**src/rtl/pc_sequencer.sv**
```systemverilog
// pc_sequencer: next fetch address generation with branch/jump redirect,
// hardware call/return stack, maskable interrupt entry and HALT handling.
module pc_sequencer #(
    parameter int                    PC_WIDTH    = 16,
    parameter int                    BR_IMM_W    = 6,
    parameter int                    J_IMM_W     = 12,
    parameter int                    STACK_DEPTH = 8,
    parameter logic [PC_WIDTH-1:0]   INT_VECTOR  = 16'h0010
) (
    input  logic                             clk,
    input  logic                             reset,
    input  logic                             clk_en,
    input  logic                             branch_taken,
    input  logic [BR_IMM_W-1:0]              branch_imm,
    input  logic                             jump,
    input  logic                             jump_link,
    input  logic [J_IMM_W-1:0]               jump_imm,
    input  logic                             ret,
    input  logic                             halt_cmd,
    input  logic                             int_en_cmd,
    input  logic                             int_dis_cmd,
    input  logic                             int_req,
    output logic [PC_WIDTH-1:0]              pc,
    output logic [$clog2(STACK_DEPTH):0]     stack_count,
    output logic                             int_active,
    output logic                             halted,
    output logic                             stack_ovf,
    output logic                             stack_unf
);
    localparam int AW = $clog2(STACK_DEPTH);
    localparam int CW = AW + 1;
    localparam logic [CW-1:0]       FULL_C = CW'(STACK_DEPTH);
    localparam logic [CW-1:0]       ONE_C  = CW'(1);
    localparam logic [AW-1:0]       ONE_A  = AW'(1);
    localparam logic [PC_WIDTH-1:0] TWO_P  = PC_WIDTH'(2);

    logic [PC_WIDTH-1:0] pc_r, pc_nxt_s;
    logic [CW-1:0]       count_r, count_nxt_s;
    logic [CW-1:0]       level_r, level_nxt_s;
    logic                int_active_r, int_active_nxt_s;
    logic                int_en_r, int_en_nxt_s;
    logic                halted_r, halted_nxt_s;
    logic                ovf_r, ovf_nxt_s;
    logic                unf_r, unf_nxt_s;
    logic [PC_WIDTH-1:0] stack_r [STACK_DEPTH];

    logic [PC_WIDTH-1:0] seq_s, br_tgt_s, j_tgt_s, br_off_s, j_off_s, top_s;
    logic [PC_WIDTH-1:0] push_data_s;
    logic                push_s, push_we_s;
    logic                ret_s, jump_s, jl_s, br_s, redirect_s, int_take_s;
    logic [CW-1:0]       pop_count_s;

    // Target arithmetic: word offsets become byte offsets via the appended zero bit.
    assign br_off_s = {{(PC_WIDTH-BR_IMM_W-1){branch_imm[BR_IMM_W-1]}}, branch_imm, 1'b0};
    assign j_off_s  = {{(PC_WIDTH-J_IMM_W-1){jump_imm[J_IMM_W-1]}}, jump_imm, 1'b0};
    assign seq_s    = pc_r + TWO_P;
    assign br_tgt_s = seq_s + br_off_s;
    assign j_tgt_s  = seq_s + j_off_s;
    assign top_s    = stack_r[count_r[AW-1:0] - ONE_A];
    assign pop_count_s = count_r - ONE_C;

    // While halted, redirect commands are ignored and so do not block an interrupt.
    assign ret_s      = ret & ~halted_r;
    assign jump_s     = jump & ~halted_r;
    assign jl_s       = jump_link & ~halted_r;
    assign br_s       = branch_taken & ~halted_r;
    assign redirect_s = ret_s | jump_s | jl_s | br_s;
    assign int_take_s = int_req & int_en_r & ~int_active_r & ~redirect_s;
    assign push_we_s  = push_s & (count_r != FULL_C);

    // Next-state selection in priority order: interrupt, ret, jump(_link), branch, halt, seq.
    always_comb begin
        pc_nxt_s         = pc_r;
        count_nxt_s      = count_r;
        level_nxt_s      = level_r;
        int_active_nxt_s = int_active_r;
        halted_nxt_s     = halted_r;
        ovf_nxt_s        = ovf_r;
        unf_nxt_s        = unf_r;
        push_s           = 1'b0;
        push_data_s      = seq_s;

        if (int_take_s) begin
            push_s           = 1'b1;
            push_data_s      = halted_r ? pc_r : seq_s;
            pc_nxt_s         = INT_VECTOR;
            int_active_nxt_s = 1'b1;
            level_nxt_s      = count_r;
            halted_nxt_s     = 1'b0;
        end else if (ret_s) begin
            if (count_r != {CW{1'b0}}) begin
                pc_nxt_s    = top_s;
                count_nxt_s = pop_count_s;
                if (int_active_r && (pop_count_s == level_r)) begin
                    int_active_nxt_s = 1'b0;
                end else begin
                    int_active_nxt_s = int_active_r;
                end
            end else begin
                pc_nxt_s  = seq_s;
                unf_nxt_s = 1'b1;
            end
        end else if (jl_s) begin
            push_s   = 1'b1;
            pc_nxt_s = j_tgt_s;
        end else if (jump_s) begin
            pc_nxt_s = j_tgt_s;
        end else if (br_s) begin
            pc_nxt_s = br_tgt_s;
        end else if (halted_r) begin
            pc_nxt_s = pc_r;
        end else if (halt_cmd) begin
            halted_nxt_s = 1'b1;
        end else begin
            pc_nxt_s = seq_s;
        end

        if (push_s) begin
            if (count_r == FULL_C) begin
                ovf_nxt_s = 1'b1;
            end else begin
                count_nxt_s = count_r + ONE_C;
            end
        end else begin
            count_nxt_s = count_nxt_s;
        end

        if (int_dis_cmd) begin
            int_en_nxt_s = 1'b0;
        end else if (int_en_cmd) begin
            int_en_nxt_s = 1'b1;
        end else begin
            int_en_nxt_s = int_en_r;
        end
    end

    // Control state register; reset wins, clk_en low freezes everything.
    always_ff @(posedge clk) begin
        if (reset) begin
            pc_r         <= {PC_WIDTH{1'b0}};
            count_r      <= {CW{1'b0}};
            level_r      <= {CW{1'b0}};
            int_active_r <= 1'b0;
            int_en_r     <= 1'b0;
            halted_r     <= 1'b0;
            ovf_r        <= 1'b0;
            unf_r        <= 1'b0;
        end else if (clk_en) begin
            pc_r         <= pc_nxt_s;
            count_r      <= count_nxt_s;
            level_r      <= level_nxt_s;
            int_active_r <= int_active_nxt_s;
            int_en_r     <= int_en_nxt_s;
            halted_r     <= halted_nxt_s;
            ovf_r        <= ovf_nxt_s;
            unf_r        <= unf_nxt_s;
        end
    end

    // Return-stack storage; entries are cleared on reset so no stale address is ever popped.
    always_ff @(posedge clk) begin
        if (reset) begin
            for (int i = 0; i < STACK_DEPTH; i++) begin
                stack_r[i] <= {PC_WIDTH{1'b0}};
            end
        end else if (clk_en && push_we_s) begin
            stack_r[count_r[AW-1:0]] <= push_data_s;
        end
    end

    assign pc          = pc_r;
    assign stack_count = count_r;
    assign int_active  = int_active_r;
    assign halted      = halted_r;
    assign stack_ovf   = ovf_r;
    assign stack_unf   = unf_r;
endmodule
```
**config.mk**
```make
export PLATFORM = sky130hd
export DESIGN_NAME = pc_sequencer
export DESIGN_NICKNAME = d
export VERILOG_FILES = /design/src/rtl/pc_sequencer.sv
export SDC_FILE = /design/constraint.sdc
export NUM_CORES = 1
export LEC_CHECK = 0
export CAP_MARGIN = 20
export CORE_MARGIN = 2
export CORE_UTILIZATION = 45
export DETAILED_ROUTE_END_ITERATION = 8
export PLACE_DENSITY = 0.65
export SKIP_CTS_REPAIR_TIMING = 1
export SLEW_MARGIN = 20
export SYNTH_ARGS = -nofsm -noshare
export SYNTH_HDL_FRONTEND = slang
export SYNTH_SLANG_ARGS = --single-unit
```
**constraint.sdc**
```tcl
create_clock -name clk -period 3.2 [get_ports clk]
set_input_delay 0.8 -clock clk [delete_from_list [all_inputs] [get_ports clk]]
set_output_delay 0.8 -clock clk [all_outputs]
set_load 0.01 [all_outputs]
```
Word-level counts from Yosys, hierarchy flattened
Memories as Yosys holds them, arrays and structs flattened.
Index checks and enable logic that the tools add are counted.

word-level totals
  register bits = 29
  memory bits (writable) = 128
  input bits = 29
  word-level logic and storage cells = 94
  memories kept = 1

memories
  name     words  width  rd ports  clocked after memory_dff  wr ports  line  source
  stack_r  8      16     1         0                         8         45    logic [PC_WIDTH-1:0] stack_r [STACK_DEPTH];

operators by class
  add/subtract/negate cells = 6
  eq/ne operators = 9
  mux-type cells = 39
  bitwise operators = 16
  reduce and logical (&&, ||, !) cells = 15

operators with widths
  kind                                              number
  two-way mux 16 bit                                11
  adder 16 bit                                      2
  two-way mux 1 bit                                 22
  two-way mux 4 bit                                 5
  adder 16 x 2 -> 16 bit, second input constant     1
  OR reduction 16 bit                               1
  != test 6 x 1 -> 1 bit, second input constant     2
  AND 1 bit                                         8
  != test 2 x 1 -> 1 bit, second input constant     4
  AND reduction 4 bit                               2
  nonzero test 2 bit                                4
  AND reduction 3 bit                               2
  NOT 1 bit                                         5
  AND reduction 5 bit                               1
  adder 4 x 1 -> 4 bit, second input constant       1
  equality test 4 bit                               1
  equality test 4 bit, second input constant        1
  != test 4 bit, second input constant              1
  AND reduction 2 bit                               2
  nonzero test 4 bit                                1
  subtractor 4 x 1 -> 4 bit, second input constant  1
  two-way mux 3 bit                                 1
  OR 1 bit                                          3
  subtractor 3 x 1 -> 3 bit, second input constant  1
  logical AND 1 bit                                 2

Logic depth before layout (Yosys ltp)
Gate-level depths: netlist of the first run.

  depth after elaboration = 15
  gate-level depth with buffers = 15
  mapped depth without buffers = 13

Least setup slack after synthesis of the first run
Ideal clock, no wire load.

  kind = flip-flop to flip-flop
  from = register count_r[0] (netlist: stack_count[0])
  to = memory stack_r[7][0] (enable)
  library setup time = 0.372 ns
  arrival = 2.801 ns
  required time = 2.828 ns
  setup slack = 0.027 ns
  stages on the path, launching flop included = 12
  buffers on the path = 4
  cells stage by stage = dfxtp_1 buf_4 buf_2 inv_1 ha_1 nor3b_1 a21oi_2 and4_1 buf_2 nand3_2 buf_2 nand2_1

RTL lines
  what                    line  source
  start, declared         38    logic [CW-1:0] count_r, count_nxt_s;
  start signal, assigned  141   count_r <= {CW{1'b0}};
  start signal, assigned  150   count_r <= count_nxt_s;
  end, declared           45

Worst setup path in the final report of the first run
  from = input branch_imm[0]
  to = register pc_r[15] (netlist: pc[15])

on the way
  word-level cells in the longest chain between the ends = 6

RTL lines
  what                  line  source
  start, declared       14    input logic [BR_IMM_W-1:0] branch_imm,
  adder 16 bit          57    assign br_tgt_s = seq_s + br_off_s;
  two-way mux 16 bit    108   end else if (br_s) begin
  two-way mux 16 bit    106   end else if (jump_s) begin
  two-way mux 16 bit    103   end else if (jl_s) begin
  two-way mux 16 bit    90    end else if (ret_s) begin
  two-way mux 16 bit    83    if (int_take_s) begin
  end signal, assigned  140   pc_r <= {PC_WIDTH{1'b0}};
  end signal, assigned  149   pc_r <= pc_nxt_s;
  end, declared         37    logic [PC_WIDTH-1:0] pc_r, pc_nxt_s;

No other way between the ends.
A chain may end at the register's enable or synchronous reset.

==> summary.txt, run 1 <==
Global routing
  • GRT Total Usage: 0.250
  • Pin count of the biggest net entering global routing: 30
  • Most used routing layer: met2
  • Grt ovf: 0
  • Initial antenna violation count: 0
  • Met2 usage: 0.418
  • Met3 usage: 0.0414
  • First-pass GRT wire length: 41.4 mm
  • Met1 GRT Util: 0.336
  • Vias in the first global route: 7389

Floorplan
  • Die ar.: about 22000 sq um
  • Num rows: 52
  • Io pins: 53
  • Die width: 148 um
  • Initial core utilization: 0.459
  • Height of the die: 148 um
  • Core area: 20300 sq um

Placement
  • RD Place Congestion: 0.952
  • Inst Count DP: 1279
  • Port buffer count: 52
  • Post-DP HPWL: 19.6 mm

Timing
  • Period utilisation layout: 0.971
  • Slew HR: 0.348
  • Setup Skew: about 21 ps
  • Slew @ Worst Pin: roughly 970 ps
  • Fin. max-slew vios: 0
  • WHS: 468 ps
  • Fin crit period: 3110 ps
  • Final number of setup-violating endpoints: 0
  • Fmax: about 0.32 GHz
  • Final Hold Vio Count: 0

Pwr
  • Peak supply drop: 0.462 mV
  • Power per standard cell area: 523 nW/um^2
  • Pleak: between 4 and 5 nW

Yosys
  • Synth Instances: 881
  • Synth unique cells: 75
  • Ys flop type: edfxtp_1
  • Register bit total from synthesis: 157
  • Area contributors post-synth: edfxtp_1, mux4_2, nor2_1, dfxtp_1, ha_1
  • Avg Cell Area, Syn: 10.6 sq um
  • Async set or reset register ratio after synthesis: 0
  • Post-synth net total: around 950
  • Register area share after synthesis: 0.475
  • Post-synth EDFFs: 128
  • Area leader, netlist: edfxtp_1
  • Post-synth top area share: 0.412
  • Synthesis Warnings: 0
  • Post-Syn Area: 9320 sq um

Clock tree
  • Clock Path Buffers: 2
  • Clock Pin Slew Worst Setup and Hold Paths: ~70 ps
  • CTS H-tree depth: 4
  • Worst-skew pair later-pin latency: between 400 and 500 ps
  • CTS tree: yes
  • Root buffer cell: clkbuf_16
  • CTS Buf Count: 17
  • CTS Sinks: 157

Detailed routing
  • Vias: 7588
  • DRT Wirelength: 26.8 mm
  • Routed len/inst: slightly above 20 um
  • DRC viols: 0
  • 1st-iter DRT viols: around 780
  • Remaining antenna violation count after routing: 0
  • Detailed-router iteration count before antenna repair: 5
  • Drt via density: 5.79

Worst setup path
  • Worst Setup End Kind: register
  • Data arrival, critical path: 3460 ps
  • CP bufs+invs: 2
  • Req. time, crit path: 3560 ps
  • Crit Path Class: primary input to register
  • Critical path's top delay family: compound AO/OA/AOI/OAI gates
  • Worst reg2reg setup slack: 160 ps
  • Maximum fanout along the worst path: 3
  • Crit path largest cell delay: 440 ps
  • Worst path cell trace: clkdlybuf4s50_1, ha_2, fa_2, a211oi_2, o211ai_1, a41oi_2, buf_4, o21bai_1, xor2_1, a31o_1, a211oi_1
  • CP max stage cell: clkdlybuf4s50_1
  • Worst Setup Start Kind: primary input

Cells and area
  • Diodes inserted: 0
  • Area growth syn-to-layout: 25.0%
  • Post-layout net count: 1092
  • Final Non-Filler Cells: 1311
  • Share of cells above drive strength 1: 0.226

Hold path
  • Worst min path class: register to register

Outcome
  • Status: finished clean

Run
  • # Max-Cap Violations: 0
## synthesized netlist by cell type (all sizes together), types with 4 or more instances
cell	number
a211oi	16
a21o	7
a21oi	42
a221oi	4
a22oi	5
a31oi	6
a32oi	4
and4	6
buf	29
clkbuf	24
dfxtp	29
edfxtp	128
ha	33
inv	18
mux2	4
mux2i	17
mux4	32
nand2	68
nand2b	9
nand3	24
nand4	11
nor2	185
nor2b	6
nor3	13
o211ai	14
o21a	6
o21ai	38
o21bai	5
or3	4
xnor2	28
xor2	23
## kinds of logic after synthesis
family / Yosys count / share of synthesized area
AND/OR/NAND/NOR: 341 / 0.166
multiplexers: 53 / 0.100
flip-flops: 157 / 0.475
AO/OA/AOI/OAI: 172 / 0.125
buffers and inverters: 71 / 0.0335
XOR/XNOR: 52 / 0.0521
adder cells (fa/ha/maj): 35 / 0.0486
## worst register-to-register path: stages, from the launching register on
cell      delay, ps
dfxtp_1         390
buf_12          150
nand4_1         170
nor3_2          210
xor2_1          230
ha_1            310
a21oi_2         160
o211ai_1        170
a41oi_2         370
buf_4           180
o21bai_1         80
xor2_1          140
a31o_1          220
a211oi_1        210
## path summary, 6_finish.rpt
kind / start / end / cells after the start
min: level_r[1]$_SDFFE_PP0P_ / level_r[1]$_SDFFE_PP0P_ / 2
min reg2reg: level_r[1]$_SDFFE_PP0P_ / level_r[1]$_SDFFE_PP0P_ / 2
max reg2reg: pc[4]$_SDFFE_PP0P_ / pc[15]$_SDFFE_PP0P_ / 13
max: branch_imm[0] / pc[15]$_SDFFE_PP0P_ / 11
## metal layers
| layer | vias to the layer above | part of all wire |
|---|---|---|
| met5 | - | 0 |
| met4 | 0 | 0.019 |
| met3 | 42 | 0.062 |
| met2 | 282 | 0.49 |
| met1 | 3712 | 0.42 |
| li1 | 3552 | - |
## final cells by class
type | instances | area (sq um)
fillers | 1728 | 8640
multi-input cells | 653 | 4640
flip-flops and latches | 157 | 4430
repair buffers | 181 | 1600
clock buffers | 18 | 429
well taps | 270 | 338
clock inverters | 14 | 148
inverters | 18 | 67.6
## metrics by stage
stage          setup TNS [ps]   util  worst slack (ps)  area (sq um)  total power [mW]
2_1_floorplan               0      -              27.3          9320              3.40
3_3_place_gp            -1840  0.543              -462         11000              4.08
3_5_place_dp            -2180  0.543              -550         11000              4.10
4_1_cts                  -113  0.571              -113         11600              6.11
5_1_grt                 -5.59  0.574             -4.75         11700              6.35
6_report                    0  0.574              92.2         11700              6.10
## layout by cell type (no fill, tap or decap), drive strengths merged, types with 27 or more instances in the layout
cell type	instances
a21oi	42
buf	129
clkdlybuf4s50	52
dfxtp	29
edfxtp	128
ha	33
inv	27
mux4	32
nand2	68
nor2	185
o21ai	38
xnor2	28
## state kept, by name (all words and copies together), names as in the netlist
name and cells:
level_r 4, halted 1, stack_count 4, pc 16
int_en_r 1, stack_ovf 1, stack_r 128, stack_unf 1
int_active 1
## power by group
group          leakage, nW  total, mW  switching, mW  internal [mW]
clock                0.280       2.01          0.903           1.10
combinational         2.58       1.74          0.948          0.796
sequential            1.56       2.35         0.0548           2.29
Power figures use the tool's default switching activity.
==> inputs of run 2 (changes only) <==
--- a/config.mk
+++ b/config.mk
@@ -6,12 +6,15 @@
 export NUM_CORES = 1
 export LEC_CHECK = 0
 export CAP_MARGIN = 20
+export CELL_PAD_IN_SITES_DETAIL_PLACEMENT = 0
+export CELL_PAD_IN_SITES_GLOBAL_PLACEMENT = 1
 export CORE_MARGIN = 2
-export CORE_UTILIZATION = 45
+export CORE_UTILIZATION = 44
 export DETAILED_ROUTE_END_ITERATION = 8
-export PLACE_DENSITY = 0.65
+export PLACE_DENSITY_LB_ADDON = 0.1
 export SKIP_CTS_REPAIR_TIMING = 1
 export SLEW_MARGIN = 20
 export SYNTH_ARGS = -nofsm -noshare
 export SYNTH_HDL_FRONTEND = slang
 export SYNTH_SLANG_ARGS = --single-unit
+export TNS_END_PERCENT = 30
==> summary.txt, run 2 (synthesis gave the netlist of run 1 again) <==
Pwr
  • Peak supply drop: 0.395 mV (-14%)
  • Power per standard cell area: 510 nW/um^2 (-2.6%)
  • Pleak: 4.45 nW (+0.65%)

Global routing
  • Grt ovf: 0 (unchanged)
  • Vias in the first global route: 7725 (+4.5%)
  • Pin count of the biggest net entering global routing: 40 (+33%)
  • Initial antenna violation count: 0 (unchanged)
  • GRT Total Usage: 0.254 (+0.00449)
  • First-pass GRT wire length: 42.8 mm (+3.3%)

Cells and area
  • Most common cell after layout, fill and taps aside: nor2_1
  • Core Util, Final: 0.561 (-0.0128)
  • Area growth syn-to-layout: 25.8%
  • Share of cells above drive strength 1: 0.235 (+0.00972)
  • Biggest register: stack_r
  • Diodes inserted: 0 (unchanged)
  • Commonest cells after routing, fill and taps aside: nor2_1, buf_4, edfxtp_1, nand2_1, clkdlybuf4s50_1
  • Max reg flops: 128 (unchanged)
  • Fillers: 1829 (+5.8%)
  • Post-layout net count: 1100 (+0.73%)

Timing
  • Fmax: 0.321 GHz (-0.21%)
  • RSZ-0062 raised after global routing: yes
  • Setup Skew: 9.23 ps (-11.6 ps)
  • Fin crit period: 3110 ps (+6.52 ps)
  • Final number of setup-violating endpoints: 0 (unchanged)
  • Final WS setup: 85.7 ps (-6.52 ps)
  • Period utilisation layout: 0.973 (+0.00204)
  • Slew HR: 0.423 (+0.0746)
  • Fin. max-slew vios: 0 (unchanged)
  • Final Hold Vio Count: 0 (unchanged)
  • Slew @ Worst Pin: 859 ps (-111 ps)
  • Post-Route Setup TNS: 0 ps (unchanged)

Hold path
  • Worst min path class: register to register

Floorplan
  • Core area: 20900 sq um (+2.9%)
  • Num rows: 53 (+1.9%)
  • Die ar.: 22400 sq um (+2.2%)
  • Die width: 150 um (+1.1%)
  • Height of the die: 150 um (+1.1%)
  • Initial core utilization: 0.446 (-0.0130)
  • Io pins: 53 (unchanged)

Run
  • # Max-Cap Violations: 0 (unchanged)

Outcome
  • Status: finished clean

Clock tree
  • Root buffer cell: clkbuf_16
  • CTS Sinks: 157 (unchanged)
  • CTS H-tree depth: 4 (unchanged)
  • Worst-skew pair later-pin latency: 420 ps (about the same)
  • Clock Path Buffers: 2 (unchanged)
  • CTS tree: yes
  • Clock Pin Slew Worst Setup and Hold Paths: 70 ps (about the same)
  • CTS Buf Count: 17 (unchanged)

Detailed routing
  • Remaining antenna violation count after routing: 0 (unchanged)
  • DRC viols: 0 (unchanged)
  • Detailed-router iteration count before antenna repair: 5 (unchanged)
  • 1st-iter DRT viols: 584 (-25%)
  • DRT Wirelength: 27.6 mm (+3.1%)
  • Routed len/inst: 20.8 um (+2.1%)
  • Vias: 7610 (+0.29%)
  • Drt via density: 5.75 (-0.69%)

Placement
  • RD Place Congestion: 0.937 (-1.5%)
  • DP Worst Slack: -418 ps (+132 ps)
  • Post-DP HPWL: 20.2 mm (+3.1%)
  • Port buffer count: 52 (unchanged)

Worst setup path
  • Data arrival, critical path: 3410 ps (-50 ps)
  • Maximum fanout along the worst path: 5 (+2)
  • Req. time, crit path: 3490 ps (-70 ps)
  • Worst Setup Start Kind: register
  • Worst Setup End Kind: register
  • Crit Path Class: register to register
## run 2: worst paths after layout
kind                                   to  cells past startpoint  slack (ps)                     from
hold reg to reg   level_r[2]$_SDFFE_PP0P_                      2         470  level_r[2]$_SDFFE_PP0P_
setup / recovery      pc[12]$_SDFFE_PP0P_                     14          90       pc[5]$_SDFFE_PP0P_
hold / removal    level_r[2]$_SDFFE_PP0P_                      2         470  level_r[2]$_SDFFE_PP0P_
setup reg to reg      pc[12]$_SDFFE_PP0P_                     14          90       pc[5]$_SDFFE_PP0P_
## run 2: final cells by class
cell class / instances / area (sq um) / area share
clock buffers: 18 / 429 / 0.0366
repair buffers: 189 / 1660 / 0.142
clock inverters: 14 / 108 / 0.00918
flip-flops and latches: 157 / 4430 / 0.378
inverters: 18 / 67.6 / 0.00576
multi-input cells: 653 / 4680 / 0.400
well taps: 275 / 344 / 0.0293
## run 2: through the flow
| step | cells | power, mW | cell area, sq um | hold slack [ps] |
|---|---|---|---|---|
| after floorplan | 881 | 3.40 | 9320 | 448 |
| after global placement | 1290 | 4.08 | 11100 | 456 |
| after detailed placement | 1290 | 4.11 | 11100 | 463 |
| after CTS | 1322 | 5.98 | 11600 | 473 |
| after global routing | 1324 | 6.24 | 11700 | 514 |
| final | 1324 | 5.98 | 11700 | 472 |
## run 2: critical path, cell delays in order, from the launching register on
cell,delay (ps)
dfxtp_1,410
and4_2,310
nand2_1,120
xnor2_2,170
inv_1,120
buf_4,140
ha_1,300
buf_4,140
and4_1,260
o21ai_0,130
o21ai_0,300
a21oi_1,130
xnor2_1,150
o211ai_1,190
o21ai_0,120
## run 2: per-layer routing
layer  vias up  wire, um  global-route usage
li1       3563         -                   -
met1      3759     12300               0.338
met2       247     13500               0.430
met3        41      1350              0.0351
met4         0       490              0.0824
met5         -         0                   0
## run 2: power breakdown
group / internal (mW) / total [mW] / switching (mW)
registers: 2.29 / 2.35 / 0.0604
logic: 0.809 / 1.76 / 0.955
clock network: 1.01 / 1.86 / 0.854
total: 4.11 / 5.98 / 1.87
==> inputs of run 3 (changes only) <==
--- a/config.mk
+++ b/config.mk
@@ -11,7 +11,7 @@
 export CORE_MARGIN = 2
 export CORE_UTILIZATION = 44
 export DETAILED_ROUTE_END_ITERATION = 8
-export PLACE_DENSITY_LB_ADDON = 0.1
+export PLACE_DENSITY = 0.77
 export SKIP_CTS_REPAIR_TIMING = 1
 export SLEW_MARGIN = 20
 export SYNTH_ARGS = -nofsm -noshare
==> summary.txt, run 3 (synthesis gave the netlist of run 1 again) <==
Pwr
  • Power Total: 6.21 mW (+3.9%)
  • Clock Power Share: 0.349 (+0.038)
  • Sw power: 1.88 mW (+0.43%)
  • Register share of total power: 0.378 (-0.016)
  • Peak supply drop: 0.409 mV (+3.3%)
  • Net Sw Frac: 0.302 (-0.0106)
  • Power per standard cell area: 532 nW/um^2 (+4.4%)
  • Logic pwr share: 0.273 (-0.022)
  • Pint: 4.34 mW (+5.5%)
  • Pleak: 4.42 nW (-0.61%)

Timing
  • Post-Route Setup TNS: 0 ps (unchanged)
  • Slew @ Worst Pin: 813 ps (-46.1 ps)
  • Fmax: 0.327 GHz (+1.9%)
  • Period utilisation layout: 0.955 (-0.0178)
  • Final Hold Vio Count: 0 (unchanged)
  • Setup Skew: 11.0 ps (+1.79 ps)
  • Slew HR: 0.454 (+0.0309)
  • Final number of setup-violating endpoints: 0 (unchanged)
  • Fin. max-slew vios: 0 (unchanged)
  • Fin crit period: 3060 ps (-57.1 ps)

Global routing
  • Grt ovf: 0 (unchanged)
  • Pin count of the biggest net entering global routing: 40 (unchanged)
  • Initial antenna violation count: 0 (unchanged)
  • First-pass GRT wire length: 39.7 mm (-7.1%)
  • GRT Total Usage: 0.234 (-0.0197)
  • Vias in the first global route: 7251 (-6.1%)

Placement
  • Port buffer count: 52 (unchanged)
  • Post-DP HPWL: 18.5 mm (-8.7%)
  • RD Place Congestion: 0.884 (-5.7%)

Cells and area
  • Share of cells above drive strength 1: 0.222 (-0.0130)
  • Post-layout net count: 1085 (-1.4%)
  • Commonest cells after routing, fill and taps aside: nor2_1, edfxtp_1, buf_4, nand2_1, clkdlybuf4s50_1
  • Diodes inserted: 0 (unchanged)
  • Max reg flops: 128 (unchanged)
  • Area growth syn-to-layout: 25.1%
  • Biggest register: stack_r
  • Most common cell after layout, fill and taps aside: nor2_1
  • Fillers: 1849 (+1.1%)
  • Core Util, Final: 0.559 (-0.00270)

Floorplan
  • Core area: 20900 sq um (unchanged)
  • Height of the die: 150 um (unchanged)
  • Io pins: 53 (unchanged)
  • Num rows: 53 (unchanged)
  • Die ar.: 22400 sq um (unchanged)
  • Die width: 150 um (unchanged)
  • Initial core utilization: 0.446 (unchanged)

Worst setup path
  • Maximum fanout along the worst path: 2 (-3)
  • Worst r2r path cells: 12 (-2)
  • Req. time, crit path: 3500 ps (about the same)
  • Worst Setup End Kind: register
  • Crit path largest cell delay: 410 ps (about the same)
  • CP bufs+invs: 1 (-2)
  • Crit Path Class: primary input to register
  • CP max stage cell: clkdlybuf4s50_1
  • Data arrival, critical path: 3360 ps (-50 ps)
  • Worst path cell trace: clkdlybuf4s50_1, ha_1, fa_2, a211oi_4, o211ai_1, a41oi_2, mux2_1, o32ai_2, a31o_1, a211oi_1
  • Critical path's top delay family: compound AO/OA/AOI/OAI gates
  • Worst Setup Start Kind: primary input
  • Cell count along the critical path: 10 (-4)

Clock tree
  • CTS Sinks: 157 (unchanged)
  • Clock Pin Slew Worst Setup and Hold Paths: 70 ps (about the same)
  • Worst-skew pair later-pin latency: 430 ps (about the same)
  • CTS Buf Count: 17 (unchanged)
  • Clock Path Buffers: 2 (unchanged)
  • CTS tree: yes
  • CTS H-tree depth: 4 (unchanged)
  • Root buffer cell: clkbuf_16

Detailed routing
  • DRT Wirelength: 25.3 mm (-8.4%)
  • Remaining antenna violation count after routing: 0 (unchanged)
  • 1st-iter DRT viols: 558 (-4.5%)
  • DRC viols: 0 (unchanged)
  • Drt via density: 5.62 (-2.3%)
  • Routed len/inst: 19.3 um (-7.4%)
  • Detailed-router iteration count before antenna repair: 5 (unchanged)
  • Vias: 7354 (-3.4%)

Hold path
  • WHS Path Cells: 2 (unchanged)
  • Worst min path class: register to register

Run
  • # Max-Cap Violations: 0 (unchanged)

Outcome
  • Status: finished clean
==> run 3: path summary, 6_finish.rpt <==
check	slack, ps	from	end
worst max register to register	220	pc[3]$_SDFFE_PP0P_	pc[15]$_SDFFE_PP0P_
worst min register to register	470	level_r[0]$_SDFFE_PP0P_	level_r[0]$_SDFFE_PP0P_
worst min-delay path	470	level_r[0]$_SDFFE_PP0P_	level_r[0]$_SDFFE_PP0P_
worst max-delay path	140	branch_imm[0]	pc[15]$_SDFFE_PP0P_
==> run 3: worst min-delay path: cells and delay by family (launching register included) <==
kind            cells  cell delay [ps]
compound gates      1               50
flops               1              320
simple gates        1               50
==> run 3: layout make-up <==
class	instances	area, sq um	area share
clock inverters	15	205	0.0176
repair buffers	174	1540	0.132
flip-flops and latches	157	4430	0.380
well taps	275	344	0.0295
multi-input cells	653	4660	0.399
inverters	18	67.6	0.00579
clock buffers	17	425	0.0365
==> run 3: layer usage <==
layer | share of wire | GRT usage | vias up
met5 | 0 | 0 | -
met1 | 0.44 | 0.322 | 3554
met3 | 0.057 | 0.0409 | 26
met2 | 0.48 | 0.385 | 233
met4 | 0.016 | 0.0629 | 0
li1 | - | - | 3541
==> run 3: power by group through the flow <==
stage | Clock, mW | Combinational (mW) | Sequential, mW
after floorplan | 0 | 1.01 | 2.39
after global placement | 0 | 1.65 | 2.39
after detailed placement | 0 | 1.66 | 2.39
after CTS | 2.20 | 1.67 | 2.35
after global routing | 2.28 | 1.85 | 2.36
final | 2.17 | 1.70 | 2.35
==> run 3: stage by stage <==
step / instances / hold WS (ps) / cell area, sq um / worst slack (ps)
after detailed placement: 1276 / 461 / 11000 / -494
final: 1309 / 470 / 11700 / 143
after global routing: 1309 / 496 / 11700 / -5.08
after CTS: 1308 / 471 / 11600 / -28.3
after floorplan: 881 / 448 / 9320 / 27.3
after global placement: 1276 / 452 / 11000 / -441
